==> config.mk <==
export PLATFORM = sky130hd
export DESIGN_NAME = store_pack_buffer
export DESIGN_NICKNAME = d
export VERILOG_FILES = /design/src/rtl/store_pkg.sv /design/src/rtl/store_lane_pack.sv /design/src/rtl/store_pack_buffer.sv
export SDC_FILE = /design/constraint.sdc
export NUM_CORES = 1
export LEC_CHECK = 0
export CORE_MARGIN = 2
export CORE_UTILIZATION = 48
export DETAILED_ROUTE_END_ITERATION = 6
export MAX_ROUTING_LAYER = met4
export PLACE_DENSITY = 0.8
export SLEW_MARGIN = 20
export SYNTH_ARGS = -nofsm -noshare
export SYNTH_HDL_FRONTEND = slang
export SYNTH_SLANG_ARGS = --single-unit
export TNS_END_PERCENT = 30
==> constraint.sdc <==
create_clock -name clk -period 1.96 [get_ports clk]
set_input_delay 0.392 -clock clk [delete_from_list [all_inputs] [get_ports clk]]
set_output_delay 0.392 -clock clk [all_outputs]
set_load 0.05 [all_outputs]
==> src/rtl/store_pkg.sv <==
// Shared constants and types for the store packing path (store_pack_buffer).
// Buffer occupancy states and the packed-entry layout live here.
package store_pkg;

    localparam int ST_ADDR_W = 32;
    localparam int ST_DATA_W = 32;

    localparam logic [1:0] SZ_BYTE = 2'b00;
    localparam logic [1:0] SZ_HALF = 2'b01;
    localparam logic [1:0] SZ_WORD = 2'b10;
    localparam logic [1:0] SZ_RSVD = 2'b11;

    localparam logic [3:0] BE_BYTE = 4'b0001;
    localparam logic [3:0] BE_HALF = 4'b0011;
    localparam logic [3:0] BE_WORD = 4'b1111;

    typedef struct packed {
        logic [ST_ADDR_W-1:0] addr;
        logic [ST_DATA_W-1:0] wdata;
        logic [3:0]           be;
    } entry_t;

    typedef enum logic [1:0] {
        ST_EMPTY = 2'd0,
        ST_ONE   = 2'd1,
        ST_FULL  = 2'd2
    } state_t;

endpackage

==> src/rtl/store_lane_pack.sv <==
// Combinational store lane packer: size + low address bits -> byte enables and lane-shifted data.
// ALIGN_EXC_EN: flag misaligned/reserved stores instead of forcing the lane offset.
module store_lane_pack
    import store_pkg::*;
(
    input  logic [1:0]  addr_lo,
    input  logic [1:0]  size,
    input  logic [31:0] wdata_in,
    output logic [3:0]  be,
    output logic [31:0] wdata_out,
    output logic        misalign
);

    logic [1:0]  lane;
    logic [3:0]  be_base;
    logic [31:0] payload;

    always_comb begin
        lane     = addr_lo;
        be_base  = BE_WORD;
        payload  = wdata_in;
        misalign = 1'b0;
        case (size)
            SZ_BYTE: begin
                be_base = BE_BYTE;
                payload = {24'd0, wdata_in[7:0]};
            end
            SZ_HALF: begin
                be_base = BE_HALF;
                payload = {16'd0, wdata_in[15:0]};
`ifdef ALIGN_EXC_EN
                misalign = addr_lo[0];
`else
                lane = {addr_lo[1], 1'b0};
`endif
            end
            default: begin
                // word and reserved size both occupy all four lanes
                lane = 2'b00;
`ifdef ALIGN_EXC_EN
                misalign = (addr_lo != 2'b00) || (size == SZ_RSVD);
`endif
            end
        endcase
        be        = be_base << lane;
        wdata_out = payload << {lane, 3'b000};
    end

endmodule

==> src/rtl/store_pack_buffer.sv <==
// Packs sb/sh/sw requests for data memory and holds them in a 2-entry skid buffer.
// ALIGN_EXC_EN: misaligned/reserved stores are dropped and reported on exc_ades/exc_badaddr.
module store_pack_buffer
    import store_pkg::*;
#(
    parameter int ADDR_W = ST_ADDR_W,
    parameter int DATA_W = ST_DATA_W
) (
    input  logic              clk,
    input  logic              reset_n,
    input  logic              req_valid,
    output logic              req_ready,
    input  logic [ADDR_W-1:0] req_addr,
    input  logic [DATA_W-1:0] req_wdata,
    input  logic [1:0]        req_size,
    output logic              mem_valid,
    input  logic              mem_ready,
    output logic [ADDR_W-1:0] mem_addr,
    output logic [DATA_W-1:0] mem_wdata,
    output logic [3:0]        mem_be,
    output logic              exc_ades,
    output logic [ADDR_W-1:0] exc_badaddr,
    output logic [1:0]        dbg_state
);

    // Handshake: a beat moves on a side only in a cycle where valid && ready are both
    // high at the rising edge; ready never depends combinationally on the other side.

    state_t state, state_next;
    entry_t head_q, skid_q, pk_entry;
    logic [3:0]  pk_be;
    logic [31:0] pk_wdata;
    logic        misalign;
    logic        accept, enq, xfer;
    logic        load_head_new, load_head_skid, load_skid;

    store_lane_pack u_pack (
        .addr_lo   (req_addr[1:0]),
        .size      (req_size),
        .wdata_in  (req_wdata),
        .be        (pk_be),
        .wdata_out (pk_wdata),
        .misalign  (misalign)
    );

    always_comb begin
        pk_entry       = '0;
        pk_entry.addr  = {req_addr[ADDR_W-1:2], 2'b00};
        pk_entry.wdata = pk_wdata;
        pk_entry.be    = pk_be;
    end

    assign req_ready = (state != ST_FULL);
    assign mem_valid = (state != ST_EMPTY);
    assign accept    = req_valid && req_ready;
    assign enq       = accept && !misalign;
    assign xfer      = mem_valid && mem_ready;
    assign mem_addr  = head_q.addr;
    assign mem_wdata = head_q.wdata;
    assign mem_be    = head_q.be;
    assign dbg_state = state;

    always_ff @(posedge clk or negedge reset_n) begin
        if (!reset_n) state <= ST_EMPTY;
        else          state <= state_next;
    end

    always_comb begin
        state_next     = state;
        load_head_new  = 1'b0;
        load_head_skid = 1'b0;
        load_skid      = 1'b0;
        case (state)
            ST_EMPTY: begin
                if (enq) begin
                    state_next    = ST_ONE;
                    load_head_new = 1'b1;
                end
            end
            ST_ONE: begin
                // simultaneous accept and transfer replaces the head in place
                if (enq && xfer) begin
                    load_head_new = 1'b1;
                end else if (enq) begin
                    state_next = ST_FULL;
                    load_skid  = 1'b1;
                end else if (xfer) begin
                    state_next = ST_EMPTY;
                end
            end
            ST_FULL: begin
                if (xfer) begin
                    state_next     = ST_ONE;
                    load_head_skid = 1'b1;
                end
            end
            default: state_next = ST_EMPTY;
        endcase
    end

    always_ff @(posedge clk or negedge reset_n) begin
        if (!reset_n) begin
            head_q <= '0;
            skid_q <= '0;
        end else begin
            if (load_head_new)       head_q <= pk_entry;
            else if (load_head_skid) head_q <= skid_q;
            if (load_skid)           skid_q <= pk_entry;
        end
    end

`ifdef ALIGN_EXC_EN
    logic              exc_ades_q;
    logic [ADDR_W-1:0] exc_badaddr_q;

    always_ff @(posedge clk or negedge reset_n) begin
        if (!reset_n) begin
            exc_ades_q    <= 1'b0;
            exc_badaddr_q <= '0;
        end else begin
            exc_ades_q <= accept && misalign;
            if (accept && misalign) exc_badaddr_q <= req_addr;
        end
    end

    assign exc_ades    = exc_ades_q;
    assign exc_badaddr = exc_badaddr_q;
`else
    assign exc_ades    = 1'b0;
    assign exc_badaddr = '0;
`endif

endmodule

==> impl_results.md <==
* Status: finished clean
* Syn_area_per_cell at 9.67 um2
* Routed length per instance at 16.4 um
* Row count at 41
* Remaining Overflow, GRT at 0
* Worst vdd rail ir drop at 0.582 mV
* Share of cells above drive strength 1 at 0.126
* # nets final at 860
* Initial antenna violation count at 0
* Vias in the first global route at 5141
* Crit start category: flip-flop
* Cell Int Power at 0.00690 W
* Switching portion of total power at 0.395
* P&R area growth vs syn at 34.2%
* Warnings, synthesis at 0
* HPWL Detailed at 10900 um
* IO Pins at 175
* Pin count of the biggest net entering global routing at 64
* Post-route ant nets at 0
* CP required at 1.57 ns
* FF-to-FF setup slack at 0.37 ns
* Via-to-Cell Ratio at 5.39
* Synthesized instance count at 641
* Fmax at 569 MHz
* Non-Filler Instances at 972
* Core ar. at 12600 um2
* Slew Viols, Final at 0
* Hold crit path type: flip-flop to flip-flop
* Layout Skew at 0.00448 ns
* Clock Pin Slew Worst Setup and Hold Paths at 0.05 ns
* Synth Cell Area at 6200 um2
* Setup crit end kind: output port
* Number of buffers created by CTS at 17
* Clock root buffer: clkbuf_16
* Leakage dissipation at 4.21 nW
* # diodes at 0
* I/O Buffers at 139
* Clk sinks at 134
* Final hold vios at 0
* Placed Instances at 942
* Final Cycle Share at 0.897
* FF+latch count, synth at 134
* Post-Route WL at 15900 um
* Logic pwr share at 0.372
* Vias at 5240
* Initial core utilization at 0.491
* First-pass GRT wire length at 25800 um
* Total of max-cap violations at 0
* Commonest non-fill, non-tap cell in the layout: nand2_1
* RSZ-0062 raised after global routing: false
* Tmin final at 1.76 ns
* CP max FO at 8
* NetSw at 0.00451 W
* Iter 0 DRT Violations at 490
* DRC at 0
* Sequential share of the synthesized area at 0.541
* Critical path arrival at 1.37 ns
* CTS tree: built
* Worst slew pin tran at 0.525 ns
* PD cells at 1370 nW/um2
* Die Wd at 118 um
* Most frequent cells in the layout: nand2_1, dfrtp_1, o21ai_0
* # setup viols final at 0
* Max clock buf depth at 2
* Clk pwr share at 0.259
* Total GRT Usage at 0.240
* CTS H-Tree Depth at 4
* GP Congestion at 0.909
* Worst-Skew Late Latency at 0.41 ns
* Yosys cell types at 32
* Relative slew slack at 0.650
* Die ar. at 13800 um2
* Worst hold slack at 0.466 ns
* Crit Path Category: flip-flop to output port
* Die height at 118 um
* Drt pass-1 iters at 5
* Seq pwr share at 0.369
-- cells in the mapped netlist (all sizes together) --
cell     count  area (um2)
a22o        11        96.3
or2          3        18.8
nor2b       18         113
nand2      178         671
a32oi        8        70.1
nand3       16        80.1
dfrtp      134        3350
o21ai       82         410
a2bb2oi      4        35.0
buf         67         452
and2         3        18.8
conb         1        3.75
a21oi       12        71.3
a22oi       36         270
a21o         4        30.0
o22ai        1        6.26
nand2b       3        18.8
mux2i       30         300
clkbuf      16        60.1
nor2         2        7.51
nor3b        1        12.5
nor3         1        10.0
clkinv       1        3.75
and3b        1        8.76
a222oi       8        80.1
-- kinds of logic (layout without fill, tap and decap cells) --
kind of cell    count (synthesis)  count (layout)  share of synthesized area
compound gates                166             166                      0.173
buf+inv                        84             209                     0.0831
flops                         134             134                      0.541
mux                            30              30                     0.0484
other cells                     1              35                   0.000605
simple gates                  226             226                      0.155
-- through the flow --
step | TNS (ns) | utilization | worst slack, ns | area, um2 | total power [W]
finish | 0 | 0.659 | 0.202 | 8320 | 0.0114
detailed placement | -6.87 | 0.616 | -0.119 | 7770 | 0.00866
floorplan | 0 | - | 0.213 | 6330 | 0.00711
CTS | 0 | 0.657 | 0.00236 | 8290 | 0.0115
global route | 0 | 0.659 | 0.141 | 8320 | 0.0120
global placement | -1.77 | 0.616 | -0.0982 | 7770 | 0.00850
-- repair_timing --
item / in CTS / in global routing
hold endpoints to repair: 34 / 0
setup buffers: 0 / 0
cloned: 0 / 0
hold buffers: 1 / 0
gates resized for setup: 31 / 11
endpoints found under the setup margin: 31 / 11
pin swaps: 0 / 0
-- layer usage --
metal / global-route usage / routed length [um]
met1: 0.307 / 6790
met3: 0.0625 / 1150
met4: 0.0858 / 282
met2: 0.371 / 7710
met5: - / 0
-- worst paths after layout --
| check | cells after the start | start | endpoint |
|---|---|---|---|
| setup / recovery | 2 | dbg_state[0] | mem_valid |
| hold / removal | 2 | skid_q[7] | skid_q[7] |
| setup reg to reg | 6 | dbg_state[1] | mem_wdata[18] |
| hold reg to reg | 2 | skid_q[7] | skid_q[7] |
| max in group asynchronous | 3 | reset_n | mem_addr[2] |
| min in group asynchronous | 2 | reset_n | skid_q[58] |
-- power groups by stage --
| stage | logic [W] | clock network, W | registers [W] |
|---|---|---|---|
| finish | 0.00424 | 0.00296 | 0.00420 |
| global route | 0.00454 | 0.00313 | 0.00432 |
| CTS | 0.00428 | 0.00300 | 0.00420 |
| detailed placement | 0.00441 | 0 | 0.00425 |
| global placement | 0.00431 | 0 | 0.00419 |
| floorplan | 0.00139 | 0 | 0.00572 |
-- registers in the layout, indices dropped and copies added, names as in the netlist --
| signal | flops |
|---|---|
| dbg_state | 2 |
| mem_be | 4 |
| skid_q | 66 |
| mem_addr | 30 |
| mem_wdata | 32 |
-- final cells by class --
class                   instances  area (um2)
repair buffers                179        1740
clock inverters                 4        45.0
inverters                       1        3.75
flip-flops and latches        134        3350
well taps                     172         215
fillers                      1005        4300
clock buffers                  25         505
multi-input cells             457        2460
-- critical path, stage by stage (launching register included) --
cell and delay, ns:
dfrtp_1 0.46, or2_2 0.31, buf_4 0.19
No activity file was read; power rests on OpenSTA's default activity.
